===== src/rtl/sysmem_frame_loader_if.sv =====
// Host-side beat stream and system-memory write port of the frame-store loader.
// The loader takes the slave modport; the host/bench side takes master.
interface sysmem_frame_loader_if #(
    parameter int unsigned AW = 7,
    parameter int unsigned DW = 8
);
    logic [DW-1:0] host_data;
    logic          host_valid;
    logic          host_last;
    logic          host_ready;
    logic [AW-1:0] sm_addr;
    logic [DW-1:0] sm_data;
    logic          sm_we;
    logic          cs_display;
    logic          disp_frame_done;
    logic          short_frame;
    logic [7:0]    frame_count;

    modport slave (
        input  host_data, host_valid, host_last, disp_frame_done,
        output host_ready, sm_addr, sm_data, sm_we, cs_display, short_frame, frame_count
    );

    modport master (
        output host_data, host_valid, host_last, disp_frame_done,
        input  host_ready, sm_addr, sm_data, sm_we, cs_display, short_frame, frame_count
    );
endinterface


===== src/rtl/sysmem_frame_loader.sv =====
// Writes host component beats sequentially into the system-memory frame store,
// pads short frames, and hands each full frame to the display controller.
module sysmem_frame_loader #(
    parameter int unsigned   DEPTH = 100,
    parameter int unsigned   AW    = 7,
    parameter int unsigned   DW    = 8,
    parameter logic [DW-1:0] PAD   = '0
) (
    input logic                  clock_i,
    input logic                  reset_ni,
    sysmem_frame_loader_if.slave bus
);
    typedef enum logic [1:0] {StLoad, StPad, StHandoff, StWaitDone} state_e;

    localparam logic [AW-1:0] LastAddr = AW'(DEPTH - 1);

    state_e        state_q;
    logic [AW-1:0] cnt_q;
    logic          host_ready_q;
    logic [AW-1:0] sm_addr_q;
    logic [DW-1:0] sm_data_q;
    logic          sm_we_q;
    logic          cs_display_q;
    logic          short_frame_q;
    logic [7:0]    frame_count_q;

    always_ff @(posedge clock_i) begin
        if (!reset_ni) begin
            state_q       <= StLoad;
            cnt_q         <= '0;
            host_ready_q  <= 1'b0;
            sm_addr_q     <= '0;
            sm_data_q     <= '0;
            sm_we_q       <= 1'b0;
            cs_display_q  <= 1'b0;
            short_frame_q <= 1'b0;
            frame_count_q <= '0;
        end else begin
            sm_we_q <= 1'b0;
            unique case (state_q)
                StLoad: begin
                    host_ready_q <= 1'b1;
                    if (bus.host_valid && host_ready_q) begin
                        sm_we_q   <= 1'b1;
                        sm_addr_q <= cnt_q;
                        sm_data_q <= bus.host_data;
                        if (cnt_q == '0) begin
                            short_frame_q <= 1'b0;
                        end
                        // HostLast on the final address is the normal end of frame.
                        if (cnt_q == LastAddr) begin
                            state_q      <= StHandoff;
                            host_ready_q <= 1'b0;
                        end else begin
                            cnt_q <= cnt_q + 1'b1;
                            if (bus.host_last) begin
                                short_frame_q <= 1'b1;
                                state_q       <= StPad;
                                host_ready_q  <= 1'b0;
                            end
                        end
                    end
                end
                StPad: begin
                    sm_we_q   <= 1'b1;
                    sm_addr_q <= cnt_q;
                    sm_data_q <= PAD;
                    if (cnt_q == LastAddr) begin
                        state_q <= StHandoff;
                    end else begin
                        cnt_q <= cnt_q + 1'b1;
                    end
                end
                StHandoff: begin
                    cs_display_q  <= 1'b1;
                    cnt_q         <= '0;
                    frame_count_q <= frame_count_q + 8'd1;
                    state_q       <= StWaitDone;
                end
                StWaitDone: begin
                    if (bus.disp_frame_done) begin
                        cs_display_q <= 1'b0;
                        host_ready_q <= 1'b1;
                        state_q      <= StLoad;
                    end
                end
                default: state_q <= StLoad;
            endcase
        end
    end

    assign bus.host_ready  = host_ready_q;
    assign bus.sm_addr     = sm_addr_q;
    assign bus.sm_data     = sm_data_q;
    assign bus.sm_we       = sm_we_q;
    assign bus.cs_display  = cs_display_q;
    assign bus.short_frame = short_frame_q;
    assign bus.frame_count = frame_count_q;
endmodule


===== src/flat_wrapper.sv =====
// flat-port wrapper written by rule: the top's interface ports become plain ports
module sysmem_frame_loader_flat 
#(
    parameter int unsigned   DEPTH = 100,
    parameter int unsigned   AW    = 7,
    parameter int unsigned   DW    = 8,
    parameter logic [DW-1:0] PAD   = '0
)
  (clock_i, reset_ni, bus_host_data, bus_host_valid, bus_host_last, bus_disp_frame_done, bus_host_ready, bus_sm_addr, bus_sm_data, bus_sm_we, bus_cs_display, bus_short_frame, bus_frame_count);
  sysmem_frame_loader_if #(.AW(AW), .DW(DW)) bus_i ();
  input logic clock_i;
  input logic reset_ni;
  input wire logic [$bits(bus_i.host_data)-1:0] bus_host_data;
  input wire logic [$bits(bus_i.host_valid)-1:0] bus_host_valid;
  input wire logic [$bits(bus_i.host_last)-1:0] bus_host_last;
  input wire logic [$bits(bus_i.disp_frame_done)-1:0] bus_disp_frame_done;
  output wire logic [$bits(bus_i.host_ready)-1:0] bus_host_ready;
  output wire logic [$bits(bus_i.sm_addr)-1:0] bus_sm_addr;
  output wire logic [$bits(bus_i.sm_data)-1:0] bus_sm_data;
  output wire logic [$bits(bus_i.sm_we)-1:0] bus_sm_we;
  output wire logic [$bits(bus_i.cs_display)-1:0] bus_cs_display;
  output wire logic [$bits(bus_i.short_frame)-1:0] bus_short_frame;
  output wire logic [$bits(bus_i.frame_count)-1:0] bus_frame_count;
  assign bus_i.host_data = bus_host_data;
  assign bus_i.host_valid = bus_host_valid;
  assign bus_i.host_last = bus_host_last;
  assign bus_i.disp_frame_done = bus_disp_frame_done;
  assign bus_host_ready = bus_i.host_ready;
  assign bus_sm_addr = bus_i.sm_addr;
  assign bus_sm_data = bus_i.sm_data;
  assign bus_sm_we = bus_i.sm_we;
  assign bus_cs_display = bus_i.cs_display;
  assign bus_short_frame = bus_i.short_frame;
  assign bus_frame_count = bus_i.frame_count;
  sysmem_frame_loader #(.DEPTH(DEPTH), .AW(AW), .DW(DW), .PAD(PAD)) u_core (.clock_i(clock_i), .reset_ni(reset_ni), .bus(bus_i));
endmodule

===== config.mk =====
export PLATFORM = sky130hd
export DESIGN_NAME = sysmem_frame_loader_flat
export DESIGN_NICKNAME = d
export VERILOG_FILES = /design/src/rtl/sysmem_frame_loader_if.sv /design/src/rtl/sysmem_frame_loader.sv /design/src/flat_wrapper.sv
export SDC_FILE = /design/constraint.sdc
export NUM_CORES = 1
export LEC_CHECK = 0
export CAP_MARGIN = 15
export CORE_UTILIZATION = 44
export CTS_BUF_LIST = sky130_fd_sc_hd__clkbuf_16
export CTS_CLUSTER_DIAMETER = 80
export DETAILED_ROUTE_END_ITERATION = 10
export GPL_TIMING_DRIVEN = 0
export PLACE_DENSITY = 0.75
export SKIP_LAST_GASP = 1
export SLEW_MARGIN = 20
export SYNTH_ARGS = -nofsm -noshare
export SYNTH_HDL_FRONTEND = slang
export SYNTH_SLANG_ARGS = --single-unit
export TNS_END_PERCENT = 100

===== constraint.sdc =====
create_clock -name clock_i -period 2.2 [get_ports clock_i]
set_input_delay 0.33 -clock clock_i [delete_from_list [all_inputs] [get_ports clock_i]]
set_output_delay 0.33 -clock clock_i [all_outputs]
set_load 0.01 [all_outputs]

==> impl_metrics.env, run 1 <==
export IMPL_overflow=0
export IMPL_r2r_slack_ns=0.12
export IMPL_status="finished clean"
export IMPL_syn_num_nets=206
export IMPL_finalCritPeriodShare_pct=94.65
export IMPL_timing_final_ws_setup_ns=0.1177
export IMPL_path_delay_family="compound AO/OA/AOI/OAI gates"
export IMPL_finalCriticalPeriod_ns=2.082
export IMPL_antenna_found_initial=0
export IMPL_worst_r2r_cell_count=7
export IMPL_r2r_start="u_core.state_q[1]"
export IMPL_gp_routability_congestion=0.9075
export IMPL_power_leakage_nw=0.9055
export IMPL_fin_util_pct=61.86
export IMPL_ir_drop_uv=555.7
export IMPL_whs_endpoint="u_core.state_q[1]"
export IMPL_max_stage_delay_ns=0.37
export IMPL_reg2reg_to="u_core.cnt_q[5]"
export IMPL_wl_per_cell_um=13.08
export IMPL_cts_tree="yes"
export IMPL_fmax_ghz=0.4802
export IMPL_syn_avg_cell_area_sq_um=9.029
export IMPL_numPlacedInstances=271
export IMPL_yosysSeqAreaShare_pct=43.15
export IMPL_worstHoldStart="reset_ni"
export IMPL_cts_resized=2
export IMPL_final_common_cell="clkdlybuf4s50_1"
export IMPL_cts_made_buffers=5
export IMPL_hold_violations=0
export IMPL_avgViaCountPerCell=5.319
export IMPL_cp_data_arrival_time_ns=2.24
export IMPL_crit_fanout=9
export IMPL_io_buffers=38
export IMPL_tightest_slew_ns=0.5782
export IMPL_die_area_sq_um=4047
export IMPL_seq_area_sq_um=720.7
export IMPL_die_x_um=63.62
export IMPL_whs_path_depth=2
export IMPL_path_cells="clkbuf_4 > inv_1 > ha_1 > a21boi_1 > a21oi_1 > o21ai_1 > a311o_1"
export IMPL_antenna_cells=0
export IMPL_grt_max_degree=12
export IMPL_yosysWarningCount=0
export IMPL_drc=0
export IMPL_slew_violations=0
export IMPL_relSlewSlack_pct=61.31
export IMPL_max_clock_path_buffers=2
export IMPL_drive_gt1_share_pct=7.359
export IMPL_fin_nets=251
export IMPL_critPathBufInv=2
export IMPL_place_area_sq_um=2111
export IMPL_crit_required_ns=2.36
export IMPL_final_area_sq_um=2265
export IMPL_clockRootBuffer="clkbuf_16"
export IMPL_start_util_pct=45.63
export IMPL_end_kind="flip-flop"
export IMPL_final_setup_viol_count=0
export IMPL_syn_inst=185
export IMPL_firstDrtPassIters=4
export IMPL_crit_slowest_cell="dfxtp_1"
export IMPL_powerDensity_nw_per_um2=947.2
export IMPL_multi_input_area_sq_um=879.6
export IMPL_maxCapViolations=0
export IMPL_wl_um=3648
export IMPL_area_growth_pct=35.58
export IMPL_synthDistinctLibCells=46
export IMPL_clkSinkCount=36
export IMPL_vias=1484
export IMPL_layoutNonFillerInstCount=279
export IMPL_drtAntennaViolNets=0
export IMPL_fp_dieH_um=63.62
export IMPL_final_cell_mix="clkdlybuf4s50_1, dfxtp_1, nor2_1, inv_1, mux2i_1"
export IMPL_first_global_vias=1334
export IMPL_clkTransAtPathRegs_ns=0.05
export IMPL_rows=22
export IMPL_startpoint_type="flip-flop"
export IMPL_postCtsSetupBuffers=0
export IMPL_ios=40
export IMPL_syn_area_sq_um=1670
export IMPL_track_usage_pct=19.47
export IMPL_hp_class="in2reg"
export IMPL_core_sq_um=3661
export IMPL_holdBufCountCts=0
export IMPL_ys_ff_latch=36
export IMPL_drtIter0Drc=83
export IMPL_hpwl_um=2604
export IMPL_dpl_worst_slack_ns=-0.1747
export IMPL_insertion_delay_ns=0.27
export IMPL_critPathKind="reg2reg"
export IMPL_num_fill_cells=328
export IMPL_grt_pass1_wl_um=6168
export IMPL_rsz0062_at_grt="yes"
export IMPL_skew_ns=0.002677
export IMPL_cts_max_level=2
stage by stage:
stage	hold slack [ns]	total power, W	setup TNS (ns)
after global placement	0.4699	0.001465	-0.8636
after global routing	0.3866	0.002269	-0.01199
after detailed placement	0.4798	0.001473	-1.168
after CTS	0.3702	0.002152	0
final	0.3795	0.002145	0
after floorplan	0.4783	0.001232	0
worst max path at each step:
stage	start	to	slack (ns)	cells past startpoint
detailed placement	u_core.state_q[1]	u_core.bus.sm_addr[1]	-0.17	8
global placement	u_core.state_q[1]	u_core.bus.sm_addr[1]	-0.16	8
global route	u_core.state_q[1]	u_core.cnt_q[2]	-0.01	7
finish	u_core.state_q[1]	u_core.cnt_q[5]	0.12	7
floorplan	u_core.state_q[1]	u_core.bus.sm_addr[1]	0.13	8
CTS	u_core.state_q[1]	u_core.bus.sm_addr[2]	0.08	8
cells in the mapped netlist (all sizes together):
cell / n / area share, %
o221ai: 3 / 1.6
o22a: 1 / 0.60
a32o: 2 / 1.2
nor2: 32 / 7.2
nand2: 6 / 1.3
a21o: 2 / 0.90
nor3: 2 / 0.90
a22o: 1 / 0.52
a21boi: 1 / 0.45
or3: 4 / 1.5
a2111oi: 1 / 0.52
clkinv: 1 / 0.22
a31oi: 1 / 0.37
o21ai: 9 / 2.7
a311o: 1 / 0.60
xor2: 4 / 2.1
o2111ai: 1 / 0.52
dfxtp: 36 / 43
and4: 1 / 0.52
a2bb2oi: 1 / 0.52
xnor2: 1 / 0.52
or2: 1 / 0.52
clkbuf: 4 / 1.5
a32oi: 1 / 0.52
nand3: 5 / 1.5
buf: 4 / 1.1
and3: 5 / 2.0
inv: 8 / 1.8
o22ai: 1 / 0.37
a22oi: 8 / 3.6
nand2b: 2 / 0.75
o311a: 1 / 0.60
a21oi: 7 / 2.3
mux2i: 9 / 5.4
nand4: 4 / 1.5
nor4: 1 / 0.37
nor3b: 2 / 0.90
or4: 2 / 0.90
nor2b: 1 / 0.37
ha: 8 / 6.0
state kept, by name (all words and copies together), names as in the netlist:
| signal | cells |
|---|---|
| u_core.bus.frame_count | 8 |
| u_core.bus.sm_data | 8 |
| u_core.bus.sm_addr | 7 |
| u_core.cnt_q | 7 |
| u_core.state_q | 2 |
| u_core.bus.cs_display | 1 |
| u_core.bus.host_ready | 1 |
| u_core.bus.short_frame | 1 |
| u_core.bus.sm_we | 1 |
final cells by class:
cell class                 count  share of cell area [%]
timing repair buffer          38                   16.80
multi-input combinational    132                   38.84
inverter                       9                   1.492
clock inverter                 3                  0.6630
sequential                    36                   31.82
clock buffer                   5                   5.525
tap                           48                   2.652
buffer                         8                   2.210
per-layer routing:
layer	up-vias	routed length [um]	global-route usage, %
met5	-	0	0
met2	44	1596	29.65
met1	677	1775	26.20
met3	6	205	5.072
li1	757	-	-
met4	0	71	7.102
where the power goes:
group	internal (W)	switching [W]
registers	0.000738	0.0000705
clock network	0.000410	0.000251
logic	0.000326	0.000350
cells by family (layout without fill, tap and decap cells):
family                     Yosys count  after routing  share of synthesized area, %
and+or+nand+nor                     68             68                         20.30
AOI/OAI and AO/OA                   42             42                         17.90
DFF                                 36             36                         43.15
buffers and inverters               17             63                         4.643
muxes                                9              9                         5.393
adders and majority gates            8              8                         5.993
xor gates and xnor gates             5              5                         2.622
No activity file was read; power rests on OpenSTA's default activity.
==> run 2, diff against run 1 <==
Settings changed: GPL_TIMING_DRIVEN 0 to not set.
==> impl_metrics.env, run 2 (same netlist as run 1, synthesis figures left out) <==
export IMPL_final_cell_mix="clkdlybuf4s50_1, dfxtp_1, nor2_1, mux2i_1"
export IMPL_drtIter0Drc=86
export IMPL_cts_resized=0
export IMPL_clkSinkCount=36
export IMPL_firstDrtPassIters=4
export IMPL_postCtsSetupBuffers=0
export IMPL_finalSetupTns_ns=0
export IMPL_avgViaCountPerCell=5.428
export IMPL_overflow=0
export IMPL_holdBufCountCts=0
export IMPL_multi_input_area_sq_um=872.1
export IMPL_hold_violations=0
export IMPL_gp_routability_congestion=0.8659
export IMPL_rows=22
export IMPL_drive_gt1_share_pct=7.826
export IMPL_hpwl_um=2485
export IMPL_maxCapViolations=0
export IMPL_antenna_cells=0
export IMPL_fp_dieH_um=63.62
export IMPL_fmax_ghz=0.5072
export IMPL_max_stage_delay_ns=0.44
export IMPL_numPlacedInstances=270
export IMPL_antenna_found_initial=0
export IMPL_slew_violations=0
export IMPL_place_area_sq_um=2122
export IMPL_rsz0062_at_grt="no"
export IMPL_fin_nets=250
export IMPL_grt_max_degree=34
export IMPL_path_cells="inv_1 > ha_1 > a21boi_0 > a21oi_1 > o21ai_1 > a311o_1"
export IMPL_io_buffers=39
export IMPL_clockRootBuffer="clkbuf_16"
export IMPL_finalCriticalPeriod_ns=1.972
export IMPL_crit_fanout=7
export IMPL_tightest_slew_ns=0.4674
export IMPL_skew_ns=0.003948
export IMPL_final_common_cell="clkdlybuf4s50_1"
export IMPL_die_area_sq_um=4047
export IMPL_powerDensity_nw_per_um2=987.2
export IMPL_ir_drop_uv=410.6
export IMPL_insertion_delay_ns=0.28
export IMPL_total_power_w=0.002255
export IMPL_first_global_vias=1387
export IMPL_layoutNonFillerInstCount=278
export IMPL_seq_area_sq_um=720.7
export IMPL_grt_pass1_wl_um=6258
export IMPL_status="finished clean"
export IMPL_crit_slowest_cell="dfxtp_1"
export IMPL_wl_um=3609
export IMPL_finalCritPeriodShare_pct=89.62
export IMPL_critPathBufInv=1
export IMPL_cts_tree="yes"
export IMPL_critPathKind="reg2reg"
export IMPL_power_leakage_nw=0.9181
export IMPL_num_fill_cells=322
export IMPL_final_setup_viol_count=0
export IMPL_cts_made_buffers=5
export IMPL_startpoint_type="flip-flop"
export IMPL_final_area_sq_um=2285
export IMPL_core_sq_um=3661
export IMPL_relSlewSlack_pct=68.56
export IMPL_cts_max_level=2
export IMPL_drc=0
export IMPL_clkTransAtPathRegs_ns=0.05
export IMPL_max_clock_path_buffers=2
export IMPL_track_usage_pct=19.70
export IMPL_hp_class="reg2reg"
export IMPL_start_util_pct=45.63
export IMPL_area_growth_pct=36.78
export IMPL_vias=1509
export IMPL_wl_per_cell_um=12.98
export IMPL_cp_data_arrival_time_ns=2.14
export IMPL_die_x_um=63.62
export IMPL_crit_required_ns=2.37
export IMPL_end_kind="flip-flop"
export IMPL_path_delay_family="compound AO/OA/AOI/OAI gates"
export IMPL_drtAntennaViolNets=0
export IMPL_ios=40
[run 2: area by class of cell]
class                   count  share of cell area (%)
multi-input cells         132                   38.17
flip-flops and latches     36                   31.54
repair buffers             45                   19.06
clock buffers               5                   5.476
well taps                  48                   2.629
clock inverters             3                   1.643
inverters                   9                   1.479
[run 2: where the power goes]
group | switching, W | internal, W | leakage [nW]
Sequential | 0.0000679 | 0.000738 | 0.292
Combinational | 0.000340 | 0.000332 | 0.547
Clock | 0.000252 | 0.000526 | 0.0789
[run 2: layer usage]
metal	up-vias	GRT usage, %	part of all wire, %
met5	-	0	0
met4	0	8.239	1.7
met3	6	4.529	4.6
met2	41	32.45	47
met1	708	24.41	46
li1	754	-	-
[run 2: path summary, 6_finish.rpt]
| kind | start | endpoint | slack [ns] | cells past startpoint |
|---|---|---|---|---|
| hold reg to reg | u_core.bus.cs_display | u_core.bus.cs_display | 0.49 | 2 |
| setup reg to reg | u_core.state_q[0] | u_core.cnt_q[5] | 0.23 | 6 |
| hold / removal | u_core.bus.cs_display | u_core.bus.cs_display | 0.49 | 2 |
| setup / recovery | u_core.state_q[0] | u_core.cnt_q[5] | 0.23 | 6 |
[run 2: worst min-delay path, cell delays in order (launching register included)]
cell	delay, ns
dfxtp_1	0.32
a2bb2oi_1	0.06
nor2_1	0.07
[run 2: through the flow]
step / utilization (%) / hold slack (ns) / setup slack (ns)
finish: 62.41 / 0.4876 / 0.2284
global route: 62.41 / 0.5239 / 0.06228
CTS: 62.41 / 0.4949 / 0.2571
detailed placement: 57.96 / 0.4854 / 0.2377
global placement: 57.96 / 0.4662 / 0.2827
floorplan: - / 0.4783 / 0.1314
